### src/rtl/otp_ctrl_pkg.sv
// rtl/otp_ctrl_pkg.sv - state encoding, default timing and macro timing limits for otp_ctrl
package otp_ctrl_pkg;

    // Access sequence states, in the order the macro sees them.
    typedef enum logic [2:0] {
        ST_IDLE  = 3'd0,
        ST_VPP   = 3'd1,
        ST_CSU   = 3'd2,
        ST_PULSE = 3'd3,
        ST_HOLD  = 3'd4,
        ST_RECOV = 3'd5
    } otp_state_t;

    // Default phase lengths in CLK cycles, each with margin over the macro limit.
    localparam int DEF_T_VPP   = 20;
    localparam int DEF_T_CS    = 320;
    localparam int DEF_T_PROG  = 15000;
    localparam int DEF_T_READ  = 120;
    localparam int DEF_T_HOLD  = 60;
    localparam int DEF_T_RECOV = 57000;
    localparam int DEF_CNT_W   = 16;

    // Timing limits of the otp_ip macro itself.
    localparam int MACRO_HOLD_MIN  = 50;
    localparam int MACRO_READ_MIN  = 100;
    localparam int MACRO_CS_MIN    = 300;
    localparam int MACRO_PROG_MIN  = 10000;
    localparam int MACRO_PROG_MAX  = 20000;
    localparam int MACRO_RECOV_MIN = 32'hDDDD;

endpackage

### src/rtl/otp_ctrl_timer.sv
// rtl/otp_ctrl_timer.sv - phase counter with clear and compare-to-limit done flag
//  CLK, RST : clock, synchronous active-high reset
//  clr      : restart counting from 0 on the next cycle
//  limit    : terminal count (phase length - 1)
//  done     : counter equals limit this cycle
module otp_ctrl_timer #(
    parameter int CNT_W = 16
) (
    input  logic             CLK,
    input  logic             RST,
    input  logic             clr,
    input  logic [CNT_W-1:0] limit,
    output logic             done
);

    logic [CNT_W-1:0] cnt;

    always_ff @(posedge CLK) begin
        if (RST || clr) begin
            cnt <= '0;
        end else begin
            cnt <= cnt + CNT_W'(1);
        end
    end

    assign done = (cnt == limit);

endmodule

### src/rtl/otp_ctrl.sv
// rtl/otp_ctrl.sv - request-to-waveform sequencer for the 128x8 otp_ip macro
//  CLK, RST              : clock, synchronous active-high reset
//  req_valid/req_ready   : single-beat request handshake (ready only in IDLE)
//  req_wr/req_adr/req_din: 1=program, byte address, program data
//  rsp_valid/rsp_rdata   : 1-cycle completion pulse, last read data
//  otp_vpp/cs/prog/read  : macro control strobes
//  otp_adr/otp_din       : macro address and program data
//  otp_do                : macro read data
module otp_ctrl
    import otp_ctrl_pkg::*;
#(
    parameter int T_VPP   = DEF_T_VPP,
    parameter int T_CS    = DEF_T_CS,
    parameter int T_PROG  = DEF_T_PROG,
    parameter int T_READ  = DEF_T_READ,
    parameter int T_HOLD  = DEF_T_HOLD,
    parameter int T_RECOV = DEF_T_RECOV,
    parameter int CNT_W   = DEF_CNT_W
) (
    input  logic       CLK,
    input  logic       RST,
    input  logic       req_valid,
    output logic       req_ready,
    input  logic       req_wr,
    input  logic [6:0] req_adr,
    input  logic [7:0] req_din,
    output logic       rsp_valid,
    output logic [7:0] rsp_rdata,
    output logic       otp_vpp,
    output logic       otp_cs,
    output logic       otp_prog,
    output logic       otp_read,
    output logic [6:0] otp_adr,
    output logic [7:0] otp_din,
    input  logic [7:0] otp_do
);

    otp_state_t       state, state_next;
    logic             accept;
    logic             done;
    logic             clr;
    logic [CNT_W-1:0] limit;
    logic             wr_q;
    logic             vpp_d, cs_d, prog_d, read_d;

    // req_ready is registered and low in the cycle after reset, so it gates
    // the handshake rather than the IDLE state alone.
    assign accept = req_valid && req_ready;

    always_comb begin
        limit = '0;
        case (state)
            ST_VPP:   limit = CNT_W'(T_VPP - 1);
            ST_CSU:   limit = CNT_W'(T_CS - 1);
            ST_PULSE: limit = wr_q ? CNT_W'(T_PROG - 1) : CNT_W'(T_READ - 1);
            ST_HOLD:  limit = CNT_W'(T_HOLD - 1);
            ST_RECOV: limit = CNT_W'(T_RECOV - 1);
            default:  limit = '0;
        endcase
    end

    // Every state change restarts the phase counter at 0.
    assign clr = (state_next != state);

    otp_ctrl_timer #(
        .CNT_W (CNT_W)
    ) u_timer (
        .CLK   (CLK),
        .RST   (RST),
        .clr   (clr),
        .limit (limit),
        .done  (done)
    );

    // Next state plus the strobe levels that go with it, so the registered
    // strobes line up exactly with the state they belong to.
    always_comb begin
        state_next = state;
        vpp_d      = 1'b0;
        cs_d       = 1'b0;
        prog_d     = 1'b0;
        read_d     = 1'b0;
        case (state)
            ST_IDLE:  if (accept) state_next = ST_VPP;
            ST_VPP:   if (done)   state_next = ST_CSU;
            ST_CSU:   if (done)   state_next = ST_PULSE;
            ST_PULSE: if (done)   state_next = ST_HOLD;
            ST_HOLD:  if (done)   state_next = ST_RECOV;
            ST_RECOV: if (done)   state_next = ST_IDLE;
            default:              state_next = ST_IDLE;
        endcase
        case (state_next)
            ST_VPP: begin
                vpp_d = 1'b1;
            end
            ST_CSU, ST_HOLD: begin
                vpp_d = 1'b1;
                cs_d  = 1'b1;
            end
            ST_PULSE: begin
                vpp_d  = 1'b1;
                cs_d   = 1'b1;
                prog_d = wr_q;
                read_d = !wr_q;
            end
            default: ;
        endcase
    end

    always_ff @(posedge CLK) begin
        if (RST) begin
            state     <= ST_IDLE;
            req_ready <= 1'b0;
            rsp_valid <= 1'b0;
            rsp_rdata <= '0;
            wr_q      <= 1'b0;
            otp_vpp   <= 1'b0;
            otp_cs    <= 1'b0;
            otp_prog  <= 1'b0;
            otp_read  <= 1'b0;
            otp_adr   <= '0;
            otp_din   <= '0;
        end else begin
            state     <= state_next;
            req_ready <= (state_next == ST_IDLE);
            otp_vpp   <= vpp_d;
            otp_cs    <= cs_d;
            otp_prog  <= prog_d;
            otp_read  <= read_d;
            rsp_valid <= (state == ST_HOLD) && done;
            // Address and data are frozen from the handshake to the end of
            // RECOV so the macro never sees them move while CS is high.
            if (accept) begin
                wr_q    <= req_wr;
                otp_adr <= req_adr;
                otp_din <= req_din;
            end else if (state_next == ST_IDLE) begin
                otp_adr <= '0;
                otp_din <= '0;
            end
            // Sample DO at the end of the READ pulse, when it has settled longest.
            if ((state == ST_PULSE) && done && !wr_q) begin
                rsp_rdata <= otp_do;
            end
        end
    end

endmodule
### config.mk
export PLATFORM = sky130hd
export DESIGN_NAME = otp_ctrl
export DESIGN_NICKNAME = d
export VERILOG_FILES = /design/src/rtl/otp_ctrl_pkg.sv /design/src/rtl/otp_ctrl_timer.sv /design/src/rtl/otp_ctrl.sv
export SDC_FILE = /design/constraint.sdc
export NUM_CORES = 1
export LEC_CHECK = 0
export CORE_ASPECT_RATIO = 0.6
export CORE_MARGIN = 1
export CORE_UTILIZATION = 53
export DETAILED_ROUTE_END_ITERATION = 6
export PLACE_DENSITY = 0.83
export SLEW_MARGIN = 20
export SYNTH_ARGS = -nofsm -noshare
export SYNTH_HDL_FRONTEND = slang
export SYNTH_SLANG_ARGS = --single-unit
export TNS_END_PERCENT = 100
### constraint.sdc
create_clock -name CLK -period 4.9 [get_ports CLK]
set_input_delay 0.98 -clock CLK [delete_from_list [all_inputs] [get_ports CLK]]
set_output_delay 0.98 -clock CLK [all_outputs]
set_load 0.01 [all_outputs]
; After elaboration in Yosys (flattened, before gate mapping)
; Index checks and enable logic that the tools add are counted.
[op_classes]
addsub = 1
eq_ne = 11
mux = 15
n_bitwise = 1
n_reduce_logical = 12
[ops]
columns = operator, n
row1 = one-hot mux 16 bit (5 select lines), 1
row2 = two-way mux 3 bit, 6
row3 = one-hot mux 3 bit (6 select lines), 1
row4 = "adder 16 x 1 -> 16 bit, second input constant", 1
row5 = == test 16 bit, 1
row6 = two-way mux 8 bit, 2
row7 = two-way mux 14 bit, 1
row8 = two-way mux 7 bit, 2
row9 = "== test 3 x 2 -> 1 bit, second input constant", 4
row10 = "== test 3 bit, second input constant", 3
row11 = "== test 3 x 1 -> 1 bit, second input constant", 2
row12 = zero test 3 bit, 2
row13 = logical AND 1 bit, 4
row14 = OR reduction 4 bit, 1
row15 = inequality test 3 bit, 1
row16 = OR reduction 3 bit, 1
row17 = two-way mux 1 bit, 2
row18 = nonzero test 2 bit, 1
row19 = OR reduction 2 bit, 1
row20 = zero test 1 bit, 1
row21 = logical OR 1 bit, 1
row22 = inverter 1 bit, 1
[word_totals]
regBits = 49
out_inout_bits = 29
elab_cells = 52

; Depth between registers and ports, before layout
[logic_depth]
depth_word = 8
depth_mapped = 14
ltp_nobuf = 9

; By module
; A second synthesis with hierarchy kept.
[unflattened]
hier_cells = 244
hier_area_um2 = 2313.5
[modules_own_cells]
columns = module, instances, cells_per_inst, area_per_inst_um2, seq_area_each_um2
row1 = otp_ctrl, 1, 140, 1402.6, 660.6
row2 = otp_ctrl_timer, 1, 104, 910.9, 320.3

; Worst setup path before layout
; No wires, ideal clock.
[synth_path]
path_type = register -> register
startpoint = register state[1]
endpoint = register u_timer.cnt[9]
arrival_time_ns = 3.184
required_ns = 4.836
path_slack_ns = 1.652
stages_incl_launch_ff = 14
path_buffers = 5
period_less_slack_ns = 3.248
path_cell_list = dfxtp_1 > buf_2 > clkbuf_1 > clkinv_1 > ha_1 > buf_2 > nor4bb_1 > a21oi_1 > nor4_4 > and3_1 > buf_6 > mux2_4 > buf_6 > nor2_1
[synth_between]
elab_chain_cells = 7
elab_cells_between_ends = 17
classes_between = eq/ne (7) / mux (8) / reduce/logical (2)
[synth_lines]
columns = element, line_no
row1 = "start, declared", otp_ctrl.sv:38  ; otp_state_t state, state_next;
row2 = "start signal, assigned", otp_ctrl.sv:124  ; state <= state_next;
row3 = == test 3 bit (tied with other cells), "otp_ctrl.sv:52, otp_ctrl.sv:83"
row4 = one-hot mux 16 bit (5 select lines), otp_ctrl.sv:52  ; case (state)
row5 = == test 16 bit, otp_ctrl_timer.sv:26  ; assign done = (cnt == limit);
row6 = "two-way mux 3 bit, on equally long branches", -
row7 = one-hot mux 3 bit (6 select lines), otp_ctrl.sv:83  ; case (state)
row8 = inequality test 3 bit (*), otp_ctrl.sv:63  ; assign clr = (state_next != state);
row9 = logical OR 1 bit (*), otp_ctrl_timer.sv:19  ; if (RST || clr) begin
row10 = "end signal, assigned", otp_ctrl_timer.sv:22  ; cnt <= cnt + CNT_W'(1);
row11 = "end, declared", otp_ctrl_timer.sv:16  ; logic [CNT_W-1:0] cnt;
; Mark *: on every way between the ends. The rest lies on a longest branch, timed or not.
; A chain may end at the register's enable or synchronous reset.

; Final worst setup path
[layout_path]
startpoint = register state[1]
endpoint = register rsp_rdata[1]
[layout_between]
elab_chain_cells = 5
elab_cells_between_ends = 9
classes_between = eq/ne (6) / mux (1) / reduce/logical (2)
[layout_lines]
columns = element, line_no
row1 = == test 3 bit (tied with other cells), otp_ctrl.sv:52
row2 = one-hot mux 16 bit (5 select lines), otp_ctrl.sv:52
row3 = == test 16 bit, otp_ctrl_timer.sv:26
row4 = logical AND 1 bit (*) (2 in series), otp_ctrl.sv:142  ; if ((state == ST_PULSE) && done && !wr_q) begin
row5 = "end signal, assigned", otp_ctrl.sv:143  ; rsp_rdata <= otp_do;
row6 = "end, declared", otp_ctrl.sv:28  ; output logic [7:0] rsp_rdata,
; Marked as above.

==> impl_metrics.env <==
export IMPL_unrepaired_setup_endpoints_after_global_routing="false"
export IMPL_ys_types=48
export IMPL_route_detailed_vias_per_inst=5.65
export IMPL_diodes=0
export IMPL_timing_max_transition_violations_final=0
export IMPL_final_nets=331
export IMPL_detailedPlacementHpwl_um=3840
export IMPL_cts_buffers=5
export IMPL_worst_slew_pin_slew_ns=1.00
export IMPL_p_leak_nw=1.05
export IMPL_end_kind="flop"
export IMPL_number_of_port_buffers=55
export IMPL_drc=0
export IMPL_detail_route_antenna_nets=0
export IMPL_critPathArrivalTime_ns=4.40
export IMPL_nFillCells=341
export IMPL_totalWireLength_um=5310
export IMPL_floorplan_die_area_um2=4740
export IMPL_remaining_overflow_grt=0
export IMPL_outcome="completed"
export IMPL_yosys_area_top_type_share_pct=41.5
export IMPL_fin_ws_ns=0.729
export IMPL_num_vias=2041
export IMPL_synthMostInstantiatedCell="sky130_fd_sc_hd__dfxtp_1"
export IMPL_vdd_drop_max_v=0.000336
export IMPL_routabilityCongestion=0.926
export IMPL_r2r_worst_path_cells=9
export IMPL_synth_edff_count=0
export IMPL_first_pass_iters=5
export IMPL_setup_tns_ns=0
export IMPL_vias_in_the_first_global_route=1702
export IMPL_synth_top_area_cell="sky130_fd_sc_hd__dfxtp_1"
export IMPL_cts_hold_repair_buffers=0
export IMPL_start_util_pct=56.4
export IMPL_core_rowCount=18
export IMPL_slowest_delay_ns=0.76
export IMPL_synth_main_ff_cell="sky130_fd_sc_hd__dfxtp_1"
export IMPL_critical_path_cell_chain="clkinv_1, ha_1, and4bb_1, nor4_1, a311oi_1, nor4_4, and3_1, nor4b_4, mux2i_1"
export IMPL_clock_tree_buffer_depth=2
export IMPL_worst_setup_hold_path_clk_slew_ns=0.09
export IMPL_drive_above_1_share_pct=4.65
export IMPL_placeable_core_area_um2=4190
export IMPL_synthesis_area_per_instance_um2=9.31
export IMPL_clk_root_buffer_cell="sky130_fd_sc_hd__clkbuf_8"
export IMPL_total_nets_after_synthesis=285
export IMPL_period_minus_slack_ns=4.17
export IMPL_cp_start_kind="flop"
export IMPL_skew_ns=0.00699
export IMPL_hold_viol_final=0
export IMPL_synth_common_cells="sky130_fd_sc_hd__dfxtp_1 (49), sky130_fd_sc_hd__nor2_1 (24), sky130_fd_sc_hd__nand2b_1 (19)"
export IMPL_h_tree_depth=2
export IMPL_worstSkewPairLatency_ns=0.30
export IMPL_post_cts_setup_buffer_count=0
export IMPL_pin_count=56
export IMPL_slowest_stage="sky130_fd_sc_hd__dfxtp_1"
export IMPL_detailedRoute_firstIterationViolations=155
export IMPL_final_seq_area_um2=981
export IMPL_setup_violations=0
export IMPL_worst_r2r_setup_slack_ns=0.73
export IMPL_die_height_um=53.7
export IMPL_x_dimension_of_the_die_um=88.2
export IMPL_antenna_found_initial=0
export IMPL_timing_final_crit_share_pct=85.1
export IMPL_grt_max_degree=29
export IMPL_yosys_register_bits=49
export IMPL_critical_path_class="flop to flop"
export IMPL_routedWlPerCell_um=14.7
export IMPL_async_reset_ff_share_pct=0
export IMPL_pwrdens_nw_per_um2=406
export IMPL_grt_util_all_layers_pct=22.9
export IMPL_syn_cell_area_um2=2360
export IMPL_cts_tree="yes"
export IMPL_synth_top_cells_by_area="sky130_fd_sc_hd__dfxtp_1 (42%), sky130_fd_sc_hd__a22o_1 (5.6%), sky130_fd_sc_hd__nand2b_1 (5.0%)"
export IMPL_worst_path_max_fanout=22
export IMPL_holdCritPathClass="flop to flop"
export IMPL_relSlewSlack_pct=32.9
export IMPL_setup_slack_after_placement_ns=0.814
export IMPL_ctsResizeCount=0
export IMPL_syn_instance_count=254
export IMPL_count_of_cells_along_the_worst_hold_path=2
export IMPL_critical_path_required_ns=5.13
export IMPL_maxCapViolations=0
export IMPL_achievable_frequency_ghz=0.240
export IMPL_syn2layout_area_growth_pct=27.6
export IMPL_footprint_of_the_multi_input_gates_um2=1270
export IMPL_wire_length_of_the_first_global_routing_pass_um=8100
export IMPL_cts_sink_cnt=49
export IMPL_ys_warnings_count=0
export IMPL_yosysSeqAreaShare_pct=41.5
area by class of cell:
class | count | area share [%]
Multi-Input combinational cell | 183 | 42.1
Sequential cell | 49 | 32.5
Timing Repair Buffer | 56 | 18.5
Tap cell | 60 | 2.49
Clock buffer | 5 | 2.28
Clock inverter | 3 | 1.53
Inverter | 5 | 0.622
flip-flops by register name, indices dropped and copies added, names as in the netlist:
name	count
req_ready	1
wr_q	1
state	3
rsp_rdata	8
otp_adr	7
otp_prog	1
otp_read	1
rsp_valid	1
otp_cs	1
u_timer.cnt	16
otp_din	8
otp_vpp	1
cell families after synthesis:
kind of cell / after synthesis / synth area share (%)
xor gates and xnor gates: 19 / 7.04
adders and majority gates: 4 / 2.12
and+or+nand+nor: 104 / 25.8
DFF: 49 / 41.5
muxes: 10 / 4.45
buffers and inverters: 22 / 4.82
AOI/OAI and AO/OA: 46 / 14.3
worst max-delay path: cells and delay by family (launching register included):
family,cells,cell delay [ns]
mux,1,0.26
fa+ha+maj,1,0.61
flops,1,0.76
simple gates,5,1.96
compound gates,1,0.11
buf+inv,1,0.39
power by group:
part / total (W) / internal, W / switching, W
Combinational: 0.000436 / 0.000198 / 0.000238
Clock: 0.000288 / 0.000153 / 0.000135
Sequential: 0.000502 / 0.000438 / 0.0000642
cell usage in the layout (no fill, tap or decap), types with 5 or more instances in the layout:
cell and count:
sky130_fd_sc_hd__clkdlybuf4s50_1 55, sky130_fd_sc_hd__mux2i_1 9, sky130_fd_sc_hd__a22o_1 15, sky130_fd_sc_hd__nand3_1 12, sky130_fd_sc_hd__nor4_1 5, sky130_fd_sc_hd__nor3_1 8
sky130_fd_sc_hd__nor2_1 24, sky130_fd_sc_hd__nand2b_1 19, sky130_fd_sc_hd__a211oi_1 6, sky130_fd_sc_hd__dfxtp_1 49, sky130_fd_sc_hd__xor2_1 11, sky130_fd_sc_hd__nand4_1 5
sky130_fd_sc_hd__a21oi_1 8, sky130_fd_sc_hd__xnor2_1 8, sky130_fd_sc_hd__nand2_1 8, sky130_fd_sc_hd__clkbuf_8 5, sky130_fd_sc_hd__o21ai_0 5
per-stage QoR:
step / hold WS (ns) / instances / utilization [%] / cell area [um2] / power [W]
4_1_cts: 0.484 / 361 / 72.0 / 3020 / 0.00123
3_5_place_dp: 0.466 / 353 / 69.3 / 2900 / 0.000936
5_1_grt: 0.505 / 361 / 72.0 / 3020 / 0.00129
6_report: 0.482 / 361 / 72.0 / 3020 / 0.00123
3_3_place_gp: 0.461 / 353 / 69.3 / 2900 / 0.000929
2_1_floorplan: 0.441 / 254 / - / 2360 / 0.000847
metal layers:
metal  vias to the layer above  part of all wire [%]  global-route usage (%)
met3                        11                   8.3                    5.67
met2                        94                    42                    32.4
met5                         -                     0                       0
li1                       1004                     -                       -
met1                       932                    48                    33.8
met4                         0                   1.4                    7.26
path summary, 6_finish.rpt:
check                                     to    startpoint
worst max-delay path            rsp_rdata[1]      state[1]
worst min-delay path            rsp_rdata[0]  rsp_rdata[0]
worst max register to register  rsp_rdata[1]      state[1]
worst min register to register  rsp_rdata[0]  rsp_rdata[0]
Power figures use the tool's default switching activity.
